### config.mk
export PLATFORM = sky130hd
export DESIGN_NAME = serial_add_sub
export DESIGN_NICKNAME = d
export VERILOG_FILES = /design/src/rtl/serial_add_sub.sv
export SDC_FILE = /design/constraint.sdc
export NUM_CORES = 1
export LEC_CHECK = 0
export ABC_AREA = 1
export CORE_UTILIZATION = 44
export DETAILED_ROUTE_END_ITERATION = 8
export GPL_ROUTABILITY_DRIVEN = 1
export HOLD_SLACK_MARGIN = 0.05
export PLACE_DENSITY = 0.68
export SLEW_MARGIN = 30
export SYNTH_ARGS = -nofsm -noshare
export SYNTH_HDL_FRONTEND = slang
export SYNTH_SLANG_ARGS = --single-unit
### constraint.sdc
create_clock -name clk -period 1.6 [get_ports clk]
set_clock_uncertainty 0.2 [all_clocks]
set_input_delay 0.32 -clock clk [delete_from_list [all_inputs] [get_ports clk]]
set_output_delay 0.32 -clock clk [all_outputs]
set_load 0.01 [all_outputs]
### src/rtl/serial_add_sub.sv
// -----------------------------------------------------------------------------
// serial_add_sub
//   Bit-serial unsigned adder / subtractor. One operation computes a+b or a-b
//   one bit per clock, LSB first, through a single 1-bit full-adder or
//   full-subtractor cell. The answer is published in a dedicated output
//   register, so partial shift-register contents never appear on result.
//
// Parameters
//   WIDTH   operand / result width in bits (2..32)
//
// Ports
//   clk     clock, rising-edge active
//   rst_n   asynchronous active-low reset
//   start   begin an operation (ignored while busy)
//   op      0 = add, 1 = subtract (sampled with start)
//   a, b    unsigned operands (sampled with start)
//   busy    high while the bit-serial datapath is running
//   done    one-cycle pulse: result / cout hold the new answer
//   result  sum or difference, held until the next operation completes
//   cout    carry-out (add) or borrow-out (subtract)
// -----------------------------------------------------------------------------
module serial_add_sub #(
    parameter int WIDTH = 8
) (
    input  logic             clk,
    input  logic             rst_n,
    input  logic             start,
    input  logic             op,
    input  logic [WIDTH-1:0] a,
    input  logic [WIDTH-1:0] b,
    output logic             busy,
    output logic             done,
    output logic [WIDTH-1:0] result,
    output logic             cout
);

    localparam int IDX_W = $clog2(WIDTH);
    localparam logic [IDX_W-1:0] IDX_LAST = IDX_W'(WIDTH - 1);
    localparam logic [IDX_W-1:0] IDX_ONE  = IDX_W'(1);

    typedef enum logic [1:0] {
        S_IDLE = 2'b00,
        S_RUN  = 2'b01,
        S_DONE = 2'b10
    } state_t;

    state_t           state_q,  state_d;
    logic [WIDTH-1:0] a_q,      a_d;
    logic [WIDTH-1:0] b_q,      b_d;
    logic             op_q,     op_d;
    logic [IDX_W-1:0] idx_q,    idx_d;
    logic             carry_q,  carry_d;
    logic [WIDTH-1:0] shift_q,  shift_d;
    logic [WIDTH-1:0] result_q, result_d;
    logic             cout_q,   cout_d;
    logic             busy_q,   busy_d;
    logic             done_q,   done_d;

    logic             cell_sum_s;
    logic             cell_carry_s;
    logic [WIDTH-1:0] shift_next_s;

    // Shared 1-bit cell: operands are shifted right each cycle, so bit 0 is
    // always the current bit. Sum and difference use the same XOR chain.
    always_comb begin
        cell_sum_s = a_q[0] ^ b_q[0] ^ carry_q;
        if (op_q == 1'b0) begin
            cell_carry_s = (a_q[0] & b_q[0]) | (carry_q & (a_q[0] ^ b_q[0]));
        end else begin
            cell_carry_s = (~a_q[0] & b_q[0]) | (~(a_q[0] ^ b_q[0]) & carry_q);
        end
        // New bit enters from the MSB side; after WIDTH shifts bit 0 is at [0].
        shift_next_s = {cell_sum_s, shift_q[WIDTH-1:1]};
    end

    // Next-state and next-output logic for the IDLE / RUN / DONE sequencer.
    always_comb begin
        state_d  = state_q;
        a_d      = a_q;
        b_d      = b_q;
        op_d     = op_q;
        idx_d    = idx_q;
        carry_d  = carry_q;
        shift_d  = shift_q;
        result_d = result_q;
        cout_d   = cout_q;
        busy_d   = 1'b0;
        // The done pulse follows the single DONE cycle by one clock.
        done_d   = (state_q == S_DONE) ? 1'b1 : 1'b0;

        case (state_q)
            S_IDLE, S_DONE: begin
                if (start == 1'b1) begin
                    a_d     = a;
                    b_d     = b;
                    op_d    = op;
                    idx_d   = {IDX_W{1'b0}};
                    carry_d = 1'b0;
                    state_d = S_RUN;
                    busy_d  = 1'b1;
                end else begin
                    state_d = S_IDLE;
                    busy_d  = 1'b0;
                end
            end
            S_RUN: begin
                a_d     = {1'b0, a_q[WIDTH-1:1]};
                b_d     = {1'b0, b_q[WIDTH-1:1]};
                carry_d = cell_carry_s;
                shift_d = shift_next_s;
                idx_d   = idx_q + IDX_ONE;
                if (idx_q == IDX_LAST) begin
                    // Final bit: publish the whole word and the last carry.
                    result_d = shift_next_s;
                    cout_d   = cell_carry_s;
                    state_d  = S_DONE;
                    busy_d   = 1'b0;
                end else begin
                    state_d  = S_RUN;
                    busy_d   = 1'b1;
                end
            end
            default: begin
                state_d = S_IDLE;
                busy_d  = 1'b0;
                done_d  = 1'b0;
            end
        endcase
    end

    // State and registered outputs; reset clears everything immediately.
    always_ff @(posedge clk or negedge rst_n) begin
        if (!rst_n) begin
            state_q  <= S_IDLE;
            a_q      <= {WIDTH{1'b0}};
            b_q      <= {WIDTH{1'b0}};
            op_q     <= 1'b0;
            idx_q    <= {IDX_W{1'b0}};
            carry_q  <= 1'b0;
            shift_q  <= {WIDTH{1'b0}};
            result_q <= {WIDTH{1'b0}};
            cout_q   <= 1'b0;
            busy_q   <= 1'b0;
            done_q   <= 1'b0;
        end else begin
            state_q  <= state_d;
            a_q      <= a_d;
            b_q      <= b_d;
            op_q     <= op_d;
            idx_q    <= idx_d;
            carry_q  <= carry_d;
            shift_q  <= shift_d;
            result_q <= result_d;
            cout_q   <= cout_d;
            busy_q   <= busy_d;
            done_q   <= done_d;
        end
    end

    assign busy   = busy_q;
    assign done   = done_q;
    assign result = result_q;
    assign cout   = cout_q;

endmodule

==> results.cfg, run 1 <==
[setup_path]
startpoint_type = register
crit_chain = fa_1, o21ai_0, o21ai_2
slowest_delay_ns = 0.45
path_max_fanout = 3
r2r-end = cout
critPathBufInv = 0
r2r_setup_slack_ns = 0.09
slowest_stage = fa_1
worstPathArrival_ns = 1.49
worstSetupPathType = register to register
cp_top_family = adder cells
cp_data_required_time_ns = 1.58
regToRegStartpoint = a_q[0]
endpoint_kind = register
reg2regPathDepth = 3

[hold_path]
holdPathEnd = a_q[1]
min_from = a_q[1]
worstHoldPathCells = 2
min_path_type = register to register

[logic_synthesis]
yosysSeqAreaShare = 0.5185
synth_cell_type_count = 19
synth_area_leader_cell = dfrtp_1
synth_top_area_frac = 0.5185
ys_warn_count = 0
synth_area_leaders = dfrtp_1 52%, nand2_1 14%, inv_1 7.6%
syn_avg_cell_area_sq_um = 8.580
synthCells = 225
ys_ff_latch = 40
synth_nets = 249
synth_area_sq_mm = 0.001931

[global_route]
antenna_found_initial = 0
grt_use_total = 0.1853
grt_pass1_vias = 1397
grt_overflow = 0
grt_pass1_wl_mm = 6.182
grt_max_degree = 41

[floorplanning]
coreArea_sq_mm = 0.004115
die_h_um = 68.24
dieWidth_um = 68.24
fp-row-count = 23
ios = 31
dieArea_sq_mm = 0.004657
initial_core_util = 0.4691

[clock_network]
cts_buffer_depth = 2
cts_num_sinks = 40
cts.clk_slew.worst_paths_ns = 0.08
cts_made_buffers = 5
cts_tree = yes
htreeDepth = 2
clkLatencyLatePin_ns = 0.29
cts_root_buffer = clkbuf_8

[final_layout]
fill_cells = 386
layout_common_cells = 73 x nand2_1, 40 x dfrtp_1, 39 x inv_1, 28 x nand3_1, 18 x clkdlybuf4s50_1
layout_commonest_cell = nand2_1
diodes = 0
syn_to_final_growth_pct = 25.73
fin_cells = 316
drive_gt1_frac = 0.1391
nets = 289

[sta]
drv_slew = 0
tightest_slew_ns = 0.2290
finalSetupViolCount = 0
grt_setup_unrepaired = no
fin_tns_setup_ns = 0
min_period_ns = 1.508
fmax_mhz = 663.2
hold_viol_final = 0
finalCritPeriodShare = 0.9425
slew_headroom = 0.8458

[drt]
drc_errors = 0
wire_per_inst_um = 11.49
postRouteAntennaNets = 0
vias = 1429
drt-initial-drc-count = 81
firstDrtPassIters = 4
totalWireLength_mm = 3.632
via_per_inst = 4.522

[pwr]
pwr-share-clk = 0.150
p_int_mw = 2.759
peakVddDrop_mv = 0.7612
power.share.combinational = 0.469
power_density_mw_per_mm2 = 1914
switchingPower_mw = 1.888
leakagePower_nw = 1.326
sw_frac_of_total = 0.4062
pwr-share-seq = 0.380

[placement]
routabilityCongestion = 0.7588
dpl.hpwl_mm = 2.595
io_buffers = 30
dpl.cell_count = 307

[flow_run]
max_cap_violations = 0

[outcome]
run_status = completed
metal layers:
| layer | track usage | routed length (um) |
|---|---|---|
| met1 | 0.2363 | 1836 |
| met2 | 0.2966 | 1569 |
| met3 | 0.05167 | 144 |
| met4 | 0.07031 | 82 |
| met5 | 0 | 0 |
tightest hold or removal path, stage by stage, from the launching register on:
cell	delay, ns
dfrtp_1	0.35
nand2_1	0.05
nand2_1	0.05
registers in the layout (all words and copies together) (netlist names), 2 cells and up:
name,cells
shift_q,7
idx_q,3
result,8
b_q,8
state_q,2
a_q,8
through the flow:
stage,worst slack (ns),cell area [sq um],hold WS (ns),power (mW),util
CTS,0.08616,2427,0.2862,4.708,0.5898
detailed placement,0.03711,2338,0.1065,4.080,0.5683
finish,0.09207,2427,0.2836,4.647,0.5898
global route,0.008508,2427,0.3061,5.100,0.5898
floorplan,0.1561,1931,-0.1756,3.356,-
global placement,0.02811,2338,0.1031,4.008,0.5683
cells in the mapped netlist:
library cell,number
o211ai_1,1
buf_2,3
o21ai_2,8
fa_1,2
nand2_4,3
dfrtp_1,40
nand2_1,73
o21ai_0,11
inv_1,39
inv_6,1
buf_6,6
inv_2,1
nand2_2,2
nor2_1,2
a21oi_1,1
nor2_4,1
ha_1,2
inv_4,1
nand3_1,28
worst max-delay path by stage:
stage          startpoint      to  slack [ns]  cells after the start
2_1_floorplan      a_q[0]    cout        0.16                      3
3_3_place_gp        start  a_q[7]        0.03                      6
3_5_place_dp        start  a_q[4]        0.04                      6
4_1_cts            a_q[0]    cout        0.09                      3
5_1_grt            a_q[0]    cout       0.009                      3
6_report           a_q[0]    cout        0.09                      3
power by group through the flow:
stage / Clock, mW / Combinational [mW] / Sequential (mW)
global route: 0.763 / 2.51 / 1.83
floorplan: 0 / 1.58 / 1.78
detailed placement: 0 / 2.29 / 1.78
global placement: 0 / 2.24 / 1.77
finish: 0.698 / 2.18 / 1.77
CTS: 0.713 / 2.23 / 1.77
layout make-up:
class | instances | area (sq um) | area share
flip-flops and latches | 40 | 1001 | 0.4124
inverters | 42 | 165.2 | 0.06804
well taps | 50 | 62.56 | 0.02577
clock inverters | 2 | 10.01 | 0.004124
clock buffers | 6 | 82.58 | 0.03402
repair buffers | 42 | 424.2 | 0.1747
multi-input cells | 134 | 681.9 | 0.2809
timing repair:
item / in CTS / in global routing
hold buffers: 1 / 0
setup endpoints to repair: 11 / 0
gates resized for setup: 11 / 0
hold endpoints to repair: 40 / 0
setup buffers: 0 / 0
logic make-up (layout without fill, tap and decap cells):
group / after synthesis / after routing / synth area share
adder cells (fa/ha/maj): 4 / 4 / 0.03370
AO/OA/AOI/OAI: 21 / 21 / 0.07129
buffers and inverters: 51 / 92 / 0.1283
AND/OR/NAND/NOR: 109 / 109 / 0.2482
flip-flops: 40 / 40 / 0.5185
(Power assumes the default switching activity.)
==> run 2: changes to the inputs <==
- CORE_MARGIN: not set -> 2
==> results.cfg, run 2 (synthesis results as in run 1) <==
[pwr]
fin_total_pwr_mw = 4.606
power_density_mw_per_mm2 = 1902
leakagePower_nw = 1.318
peakVddDrop_mv = 0.7266

[final_layout]
drive_gt1_frac = 0.1353
nets = 290
syn_to_final_growth_pct = 25.47
layout_common_cells = 73 x nand2_1, 40 x dfrtp_1, 39 x inv_1, 28 x nand3_1, 18 x clkdlybuf4s50_1
diodes = 0
fill_cells = 411
final_util = 0.5641
fin_cells = 318
layout_commonest_cell = nand2_1

[drt]
wire_per_inst_um = 11.57
drt-initial-drc-count = 97
firstDrtPassIters = 4
vias = 1492
totalWireLength_mm = 3.678
via_per_inst = 4.692
drc_errors = 0
postRouteAntennaNets = 0

[hold_path]
min_path_type = input pin to asynchronous set/reset pin

[placement]
io_buffers = 30
dpl.hpwl_mm = 2.686
dpl.cell_count = 310
routabilityCongestion = 0.7743
place_ws_ns = 0.02377

[sta]
fmax_mhz = 666.6
slew_headroom = 0.7498
fin_ws_ns = 0.09980
tightest_slew_ns = 0.3753
finalSetupViolCount = 0
min_period_ns = 1.500
fin_tns_setup_ns = 0
hold_viol_final = 0
grt_setup_unrepaired = no
finalCritPeriodShare = 0.9376
drv_slew = 0

[floorplanning]
fp-row-count = 24
initial_core_util = 0.4496
die_h_um = 70.24
coreArea_sq_mm = 0.004294
dieWidth_um = 70.24
dieArea_sq_mm = 0.004934
ios = 31

[setup_path]
crit_chain = ha_1, ha_1, nand2_4, buf_12, nand2_1, o21ai_2
cp_data_required_time_ns = 1.62
worstSetupPathType = register to register
cpMostUsedCell = ha_1
slowest_delay_ns = 0.40
endpoint_kind = register
path_max_fanout = 10
startpoint_type = register
slowest_stage = dfrtp_1
worstPathArrival_ns = 1.52

[global_route]
grt_max_degree = 27
grt_use_total = 0.1671
grt_pass1_wl_mm = 6.575
grt_pass1_vias = 1485
grt_overflow = 0
antenna_found_initial = 0

[clock_network]
htreeDepth = 2
clkLatencyLatePin_ns = 0.29
cts_tree = yes
postCtsSetupBuffers = 0
cts_made_buffers = 5
cts_buffer_depth = 2
cts_num_sinks = 40
cts.clk_slew.worst_paths_ns = 0.08
cts_root_buffer = clkbuf_8

[outcome]
run_status = completed

[flow_run]
max_cap_violations = 0
==> run 2: cell types whose count changed in the layout (fill, tap and decap cells not counted), sizes merged <==
| cell | delta |
|---|---|
| buf | +1 |
| clkinv | -1 |
==> run 2: path summary, 6_finish.rpt <==
kind                       startpoint        end  slack (ns)  depth (start not counted)
setup / recovery             idx_q[0]  result[5]         0.1                          6
hold / removal                  rst_n     b_q[2]        0.27                          2
setup reg to reg             idx_q[0]  result[5]         0.1                          6
hold reg to reg            shift_q[1]  result[0]        0.28                          2
max in group asynchronous       rst_n     a_q[0]        0.46                          3
min in group clk           shift_q[1]  result[0]        0.28                          2
==> run 2: layout make-up <==
class                   instances  area [sq um]  area share
flip-flops and latches         40          1001      0.4132
inverters                      42         165.2     0.06818
multi-input cells             134         681.9      0.2815
repair buffers                 43         431.7      0.1782
well taps                      52         65.06     0.02686
clock buffers                   6         72.57     0.02996
clock inverters                 1         5.005    0.002066
==> run 2: critical path: cells and delay by family, from the launching register on <==
| family | cells | cell delay [ns] |
|---|---|---|
| buffers and inverters | 1 | 0.14 |
| adders and majority gates | 2 | 0.44 |
| AOI/OAI and AO/OA | 1 | 0.05 |
| and+or+nand+nor | 2 | 0.20 |
| DFF | 1 | 0.40 |
==> run 2: what timing repair did <==
item	in CTS	in global routing
endpoints found under the hold margin	14	0
endpoints found under the setup margin	11	0
hold buffers	1	0
gates resized for setup	11	0
==> run 2: layer usage <==
metal	share of wire	global-route usage
met1	0.49	0.2361
met2	0.48	0.2568
met3	0.029	0.04618
met4	0.0038	0.03846
met5	0	0
==> run 2: power by group <==
part           total, mW  leakage, nW  switching, mW  internal, mW
combinational       2.23        0.778           1.27         0.960
clock              0.620       0.0410          0.324         0.296
sequential          1.76        0.499          0.272          1.49
total               4.61         1.32           1.86          2.74
==> run 2: stage by stage <==
step | instance area (sq um) | hold WS (ns)
floorplan | 1931 | -0.1756
global placement | 2349 | 0.05503
detailed placement | 2349 | 0.06019
CTS | 2422 | 0.2783
global route | 2422 | 0.3024
finish | 2422 | 0.2746
